--- src/rtl/uart_tx.sv ---
// UART transmitter: 8N/E/O framing with 1 or 2 stop bits, LSB first.
// One bit-timer reload per bit boundary; tx_out comes straight from a flop.
module uart_tx #(
    parameter int unsigned CLK_PER_BIT = 10,
    parameter int unsigned PARITY      = 0,
    parameter int unsigned STOP_BITS   = 1
) (
    input  logic       clk_in,
    input  logic       rst,
    input  logic [7:0] tx_data,
    input  logic       tx_valid,
    output logic       tx_ready,
    output logic       tx_out,
    output logic       tx_busy,
    output logic       tx_done
);

    // state | meaning
    // IDLE  | line high, waiting for tx_valid
    // START | start bit (low)
    // DATA  | eight data bits, LSB first
    // PAR   | parity bit (only when PARITY != 0)
    // STOP  | STOP_BITS stop bits (high); done pulses in the final cycle
    typedef enum logic [2:0] {
        IDLE  = 3'd0,
        START = 3'd1,
        DATA  = 3'd2,
        PAR   = 3'd3,
        STOP  = 3'd4
    } state_t;

    localparam logic [15:0] RELOAD    = 16'(CLK_PER_BIT - 1);
    localparam logic [2:0]  LAST_STOP = 3'(STOP_BITS - 1);
    localparam logic        ODD       = (PARITY == 2);

    state_t      state_q;
    logic [15:0] timer_q;
    logic [2:0]  bit_idx_q;
    logic [7:0]  shift_q;
    logic        par_q;
    logic        tx_out_q;
    logic        done_q;
    logic        bit_end;

    assign bit_end = (timer_q == 16'd0);

    always_ff @(posedge clk_in) begin
        if (rst) begin
            state_q   <= IDLE;
            timer_q   <= 16'd0;
            bit_idx_q <= 3'd0;
            shift_q   <= 8'd0;
            par_q     <= 1'b0;
            tx_out_q  <= 1'b1;
            done_q    <= 1'b0;
        end else begin
            done_q <= 1'b0;
            if (state_q != IDLE) begin
                timer_q <= bit_end ? RELOAD : timer_q - 16'd1;
            end
            case (state_q)
                IDLE: begin
                    if (tx_valid) begin
                        state_q   <= START;
                        shift_q   <= tx_data;
                        par_q     <= (^tx_data) ^ ODD;
                        tx_out_q  <= 1'b0;
                        timer_q   <= RELOAD;
                        bit_idx_q <= 3'd0;
                    end
                end
                START: begin
                    if (bit_end) begin
                        state_q  <= DATA;
                        tx_out_q <= shift_q[0];
                        shift_q  <= {1'b0, shift_q[7:1]};
                    end
                end
                DATA: begin
                    if (bit_end) begin
                        if (bit_idx_q == 3'd7) begin
                            bit_idx_q <= 3'd0;
                            if (PARITY != 0) begin
                                state_q  <= PAR;
                                tx_out_q <= par_q;
                            end else begin
                                state_q  <= STOP;
                                tx_out_q <= 1'b1;
                            end
                        end else begin
                            bit_idx_q <= bit_idx_q + 3'd1;
                            tx_out_q  <= shift_q[0];
                            shift_q   <= {1'b0, shift_q[7:1]};
                        end
                    end
                end
                PAR: begin
                    if (bit_end) begin
                        state_q   <= STOP;
                        tx_out_q  <= 1'b1;
                        bit_idx_q <= 3'd0;
                    end
                end
                STOP: begin
                    // Flag the final stop cycle one edge early so done stays registered.
                    if (timer_q == 16'd1 && bit_idx_q == LAST_STOP) begin
                        done_q <= 1'b1;
                    end
                    if (bit_end) begin
                        if (bit_idx_q == LAST_STOP) begin
                            state_q   <= IDLE;
                            bit_idx_q <= 3'd0;
                            timer_q   <= 16'd0;
                        end else begin
                            bit_idx_q <= bit_idx_q + 3'd1;
                        end
                    end
                end
                default: state_q <= IDLE;
            endcase
        end
    end

    // Ready is gated by rst so it reads low during reset and high the cycle rst drops.
    assign tx_ready = (state_q == IDLE) && !rst;
    assign tx_busy  = !tx_ready;
    assign tx_out   = tx_out_q;
    assign tx_done  = done_q;

endmodule

--- config.mk ---
export PLATFORM = sky130hd
export DESIGN_NAME = uart_tx
export DESIGN_NICKNAME = d
export VERILOG_FILES = /design/src/rtl/uart_tx.sv
export SDC_FILE = /design/constraint.sdc
export NUM_CORES = 1
export LEC_CHECK = 0
export CORE_MARGIN = 10
export CORE_UTILIZATION = 57
export DETAILED_ROUTE_END_ITERATION = 8
export PLACE_DENSITY = 0.79
export SETUP_SLACK_MARGIN = 0.2
export SYNTH_ARGS = -nofsm -noshare
export SYNTH_HDL_FRONTEND = slang
export SYNTH_SLANG_ARGS = --single-unit
--- constraint.sdc ---
create_clock -name clk_in -period 3.2 [get_ports clk_in]
set_clock_uncertainty 0.2 [all_clocks]
set_input_delay 0.48 -clock clk_in [delete_from_list [all_inputs] [get_ports clk_in]]
set_output_delay 0.48 -clock clk_in [all_outputs]
set_load 0.02 [all_outputs]
==> results of run 1 <==
kinds of logic after synthesis:
kind of cell	Yosys count	synth area share, %
AO/OA/AOI/OAI	40	14.1
XOR/XNOR	14	7.03
adder cells (fa/ha/maj)	6	4.31
buffers and inverters	19	5.81
flip-flops	32	36.8
multiplexers	8	4.59
AND/OR/NAND/NOR	83	27.4
synth_stat cells, types with 2 or more instances:
cell	count	share of area, %
buf_2	2	0.57
or3_1	6	2.2
clkbuf_1	6	1.3
dfxtp_1	32	37
nand3b_1	4	1.7
xor2_1	10	5.0
nand3_1	6	1.7
nor2b_1	3	1.1
inv_1	7	1.5
or4_4	3	1.9
ha_1	6	4.3
buf_6	3	1.9
o21ai_0	12	3.4
nor2_1	24	5.2
nand2b_1	3	1.1
mux2i_1	8	4.6
xnor2_1	4	2.0
nand2_1	9	1.9
a22oi_1	2	0.86
nor3_1	9	2.6
nor4b_1	2	1.0
or3_2	6	2.6
a21oi_1	18	5.2
power groups by stage:
stage / clock (µW) / sequential (µW) / combinational, µW
final: 344 / 673 / 1400
after global routing: 373 / 693 / 1560
after CTS: 353 / 671 / 1400
after detailed placement: 0 / 679 / 1390
after global placement: 0 / 670 / 1350
after floorplan: 0 / 620 / 1190
routing by layer:
layer / up-vias / share of wire, % / global-route usage (%)
met2: 40 / 50 / 23.5
met1: 699 / 43 / 16.2
li1: 737 / - / -
met5: - / 0 / 0
met4: 0 / 1.8 / 5.57
met3: 8 / 5.2 / 5.21
worst min-delay path: cells and delay by family, from the launching register on:
| family | cells | cell delay (ns) |
|---|---|---|
| AND/OR/NAND/NOR | 1 | 0.06 |
| AO/OA/AOI/OAI | 1 | 0.05 |
| flip-flops | 1 | 0.34 |
cell usage in the layout, fill, tap and decap left out, drive strengths merged:
master         instances
nand2                  9
a21oi                 19
o21ai                 13
nand3b                 4
or2                    1
nor2b                  3
a2111o                 1
a22oi                  2
ha                     6
nand2b                 3
nand3                  6
xnor2                  4
dfxtp                 32
mux2i                  8
clkbuf                 7
o41a                   1
nor4                   1
nor3b                  1
nor2                  24
nor4b                  2
nor3                  10
a211oi                 1
nand4b                 1
a221o                  1
or3b                   2
buf                    6
or4                    3
clkdlybuf4s50         14
and3                   1
or3                   12
inv                    7
xor2                  10
bufinv                 1
a21o                   1
a311oi                 1
final cells by class:
type / count / area (µm²) / share of cell area [%]
flip-flops and latches: 32 / 641 / 32.2
inverters: 7 / 26.3 / 1.32
repair buffers: 20 / 185 / 9.31
well taps: 33 / 41.3 / 2.08
clock inverters: 1 / 30.0 / 1.51
clock buffers: 7 / 65.1 / 3.27
multi-input cells: 151 / 1000 / 50.3
sequential cells by signal, indices dropped and copies added, names as in the netlist:
| signal | count |
|---|---|
| bit_idx_q | 3 |
| tx_done | 1 |
| timer_q | 16 |
| state_q | 3 |
| shift_q | 8 |
| tx_out | 1 |
worst max path at each step:
stage	from	endpoint	slack, ns	depth (start not counted)
CTS	state_q[0]$_SDFFE_PP0P_	tx_ready	0.61	4
global placement	tx_valid	shift_q[3]$_SDFFE_PP0P_	0.67	6
detailed placement	tx_valid	shift_q[3]$_SDFFE_PP0P_	0.60	6
global route	state_q[0]$_SDFFE_PP0P_	tx_ready	0.45	4
finish	timer_q[0]$_SDFF_PP0_	shift_q[4]$_SDFFE_PP0P_	0.63	8
floorplan	timer_q[0]$_SDFF_PP0_	shift_q[5]$_SDFFE_PP0P_	0.90	9
metrics by stage:
stage	util, %	cell area, µm²	total power, µW	instances	hold slack (ns)
floorplan	-	1740	1810	202	0.249
global placement	63.6	1890	2020	243	0.258
detailed placement	63.6	1890	2070	243	0.267
CTS	66.8	1990	2430	251	0.281
global route	66.8	1990	2630	251	0.305
finish	66.8	1990	2420	251	0.280
==> impl_metrics.csv, run 1 <==
group,metric,value,unit
outcome,status,"completed",
pwr,internal-power,1360,µW
setup_path,cp_top_family,"simple AND/OR/NAND/NOR gates",
yosys,netlist_instances,202,
pwr,power.net_switching,1060,µW
placed_design,dp_slack,0.597,ns
setup_path,cp_cell_sequence,"inv_1 -> ha_1 -> or3b_2 -> nor4_4 -> buf_4 -> a21oi_4 -> or3_2 -> a21oi_1",
placed_design,portBuffers,14,
pwr,sw_frac_of_total,43.6,%
drt,drt-initial-drc-count,121,
sta,period_needed,2.57,ns
setup_path,endpoint_kind,"register",
grt,grt_usage,14.2,%
floorplan,io_pins,15,
job,maxCapViolCount,0,
yosys,yosys_register_bits,32,
pwr,p_leak,0.000730,µW
sta,max_slew_margin,45.7,%
layout,antennaDiodeCount,0,
setup_path,r2r_cells,8,
yosys,synth-edff-count,0,
grt,grt_pass1_vias,1367,
clock_tree,cts.sinks,32,
sta,timing.fmax,390,MHz
drt,wl,3620,µm
floorplan,start_util,58.5,%
sta,finalSetupViolCount,0,
clock_tree,ctsResizeCount,0,
placed_design,gp_congestion,0.863,
setup_path,cp-start-kind,"register",
layout,nets,234,
setup_path,worst-path-buf-inv,2,
clock_tree,cts_buffers,5,
drt,wl_per_cell,14.4,µm
clock_tree,clkLatencyLatePin,0.34,ns
yosys,ys_warn_count,0,
yosys,syn_area,1740,µm²
hold_path,min-delay-start,"bit_idx_q[2]$_SDFFE_PP0P_",
pwr,comb_power_share,58.0,%
hold_path,min_to,"bit_idx_q[2]$_SDFFE_PP0P_",
setup_path,worst_ep_arrival_time,2.63,ns
pwr,ir_drop,0.612,mV
placed_design,dp_hpwl,2650,µm
setup_path,rr_startpoint,"timer_q[0]$_SDFF_PP0_",
setup_path,worstSetupPathType,"reg2reg",
yosys,synthArstFlopShare,0,%
drt,ant_nets,0,
yosys,syn_avg_cell_area,8.63,µm²
setup_path,timing.rr.end,"shift_q[4]$_SDFFE_PP0P_",
drt,dr.pass1.iters,4,
pwr,p_clk_share,14.2,%
grt,grt_pass1_wl,6150,µm
clock_tree,path_clk_slew,0.10,ns
clock_tree,postCtsSetupRepairBufs,0,
setup_path,worstPathMaxFanout,15,
sta,worst_slack,0.635,ns
floorplan,die_h,75.3,µm
clock_tree,cts-htree-levels,2,
floorplan,die_w,75.3,µm
clock_tree,root_buffer,"clkbuf_4",
drt,vias,1484,
floorplan,coreArea,2980,µm²
layout,area_growth,14.1,%
grt,grt.overflow.total,0,
drt,viasPerCell,5.91,
yosys,synth_ff_type,"dfxtp_1",
sta,hold_viol_final,0,
grt,grt_max_degree,20,
layout,fillCellCount,252,
sta,drv_slew,0,
clock_tree,cts_buffer_depth,2,
yosys,ys_seq_area_share,36.8,%
setup_path,r2r_slack,0.63,ns
pwr,pwr-share-seq,27.8,%
setup_path,required,3.27,ns
yosys,syn_nets,219,
pwr,pwr_density_cell,1220,nW/µm²
clock_tree,cts_tree,"yes",
hold_path,hp-class,"reg2reg",
setup_path,worst_path_max_delay_cell,"or3_2",
yosys,ys_types,40,
layout,drive_gt1_share,13.8,%
floorplan,rows,20,
drt,drcViolationCount,0,
clock_tree,cts_hold_buf,0,
floorplan,dieArea,5670,µm²
sta,finalSetupTns,0,ns
setup_path,cpPeakStageDelay,0.50,ns
sta,rsz0062_at_grt,"no",
sta,tightest_slew,0.814,ns
sta,period_share,80.2,%
hold_path,hold_depth,2,
grt,antenna_found_initial,0,
Note: power is estimated with default switching activity, not from simulation.
==> inputs of run 2 (changes only) <==
clock period = 2.4 ns   (was 3.2 ns; I/O delays follow)
==> run 2 against run 1 <==
Global-route usage is 1.9 points higher. First-iteration DRC count rose by 0.83%. Critical path depth down 1.
==> impl_metrics.csv, run 2 (synthesis results as in run 1) <==
group,metric,value,unit
pwr,p_leak,0.000864,µW
layout,stdcell_count,274,
setup_path,cp-start-kind,"register",
hold_path,hp-class,"reg2reg",
drt,viasPerCell,5.78,
clock_tree,clkLatencyLatePin,0.34,ns
job,maxCapViolCount,0,
layout,nets,257,
clock_tree,cts_buffer_depth,2,
floorplan,dieArea,5670,µm²
layout,fillCellCount,209,
setup_path,endpoint_kind,"register",
sta,timing.fmax,425,MHz
placed_design,dp_hpwl,2750,µm
setup_path,worstPathMaxFanout,6,
placed_design,gp_congestion,0.833,
floorplan,die_w,75.3,µm
clock_tree,cts_buffers,5,
placed_design,portBuffers,14,
drt,wl_per_cell,15.6,µm
layout,area_growth,29.9,%
sta,drv_slew,0,
grt,grt.overflow.total,0,
layout,antennaDiodeCount,0,
grt,grt_max_degree,20,
layout,final_cell_mix,"26 x buf_4, 25 x dfxtp_1, 24 x nor2_1",
setup_path,worst_ep_arrival_time,2.42,ns
grt,antenna_found_initial,0,
setup_path,rr_startpoint,"timer_q[11]$_SDFF_PP0_",
clock_tree,cts_tree,"yes",
setup_path,required,2.47,ns
drt,vias,1583,
setup_path,worstSetupPathType,"reg2reg",
layout,regMostFlops,"timer_q",
sta,finalSetupTns,0,ns
clock_tree,path_clk_slew,0.10,ns
sta,rsz0062_at_grt,"yes",
grt,grt_usage,16.1,%
clock_tree,cts_hold_buf,0,
clock_tree,cts.sinks,32,
pwr,ir_drop,0.948,mV
drt,ant_nets,0,
placed_design,dp.cells,252,
outcome,status,"completed",
drt,drcViolationCount,0,
layout,utilization,76.1,%
drt,wl,4290,µm
setup_path,r2r_cells,7,
drt,drt-initial-drc-count,122,
layout,layout_commonest_cell,"buf_4",
layout,largest_reg_flops,16,
sta,max_slew_margin,47.3,%
floorplan,die_h,75.3,µm
layout,largestRegisters,"timer_q: 16 flops, shift_q: 8 flops",
sta,period_needed,2.35,ns
floorplan,io_pins,15,
grt,grt_pass1_wl,7150,µm
grt,grt_pass1_vias,1494,
layout,multi_input_area,1100,µm²
floorplan,coreArea,2980,µm²
sta,period_share,98.1,%
hold_path,hold_depth,2,
floorplan,start_util,58.5,%
drt,dr.pass1.iters,4,
floorplan,rows,20,
pwr,pwr_density_cell,1780,nW/µm²
hold_path,min-delay-start,"bit_idx_q[1]$_SDFFE_PP0P_",
setup_path,crit_start,"timer_q[11]$_SDFF_PP0_",
layout,drive_gt1_share,29.9,%
clock_tree,root_buffer,"clkbuf_4",
sta,tightest_slew,0.787,ns
sta,finalSetupViolCount,0,
clock_tree,cts-htree-levels,2,
sta,hold_viol_final,0,
layout,ff_latch_area,652,µm²
[run 2: changes by cell type in the layout (fill, tap and decap cells not counted), moves of 3 or more]
cell     delta
a21oi_2     +6
or3_4       +5
dfxtp_2     +6
buf_4      +20
o21ai_1     +3
o21ai_0     -3
a21oi_1     -6
dfxtp_1     -7
or3_2       -5
[run 2: critical path, stage by stage (launching register included)]
cell,delay (ns)
dfxtp_2,0.35
or4_4,0.55
nor4_4,0.33
buf_4,0.20
buf_4,0.11
a21oi_2,0.07
or3_1,0.34
a21oi_1,0.13
[run 2: path summary, 6_finish.rpt]
kind                                    end  slack (ns)
setup / recovery    shift_q[6]$_SDFFE_PP0P_        0.05
hold / removal    bit_idx_q[1]$_SDFFE_PP0P_        0.29
setup reg to reg    shift_q[6]$_SDFFE_PP0P_        0.05
hold reg to reg   bit_idx_q[1]$_SDFFE_PP0P_        0.29
[run 2: where the power goes]
group,internal [µW],switching (µW),leakage (µW)
Clock,276,190,0.0000515
Combinational,1320,1370,0.000548
Sequential,714,159,0.000264
[run 2: timing repair]
item	in CTS	in global routing
resized for setup	19	8
pin swaps	10	8
gates cloned	1	1
endpoints found under the setup margin	14	16
setup buffers	8	4
[run 2: per-stage QoR]
| step | instance area (µm²) | hold WS (ns) | setup WS (ns) | total power [µW] |
|---|---|---|---|---|
| final | 2260 | 0.286 | 0.0462 | 4030 |
| after global routing | 2260 | 0.314 | -0.0504 | 4330 |
| after CTS | 2200 | 0.285 | 0.0502 | 3830 |
| after detailed placement | 1980 | 0.269 | -0.0847 | 2940 |
| after global placement | 1980 | 0.262 | 0.00120 | 2850 |
| after floorplan | 1760 | 0.249 | 0.145 | 2450 |
[run 2: per-layer routing]
layer / vias to the layer above / GRT usage, % / part of all wire [%]
li1: 790 / - / -
met1: 743 / 18.9 / 44
met2: 40 / 27.5 / 51
met3: 10 / 4.56 / 4.0
met4: 0 / 5.15 / 1.9
met5: - / 0 / 0
[run 2: cell type report]
type	instances	area share [%]
timing repair buffer	41	15.4
tap	33	1.82
clock buffer	7	2.87
multi-input combinational	153	48.7
sequential	32	28.8
inverter	7	1.16
clock inverter	1	1.33
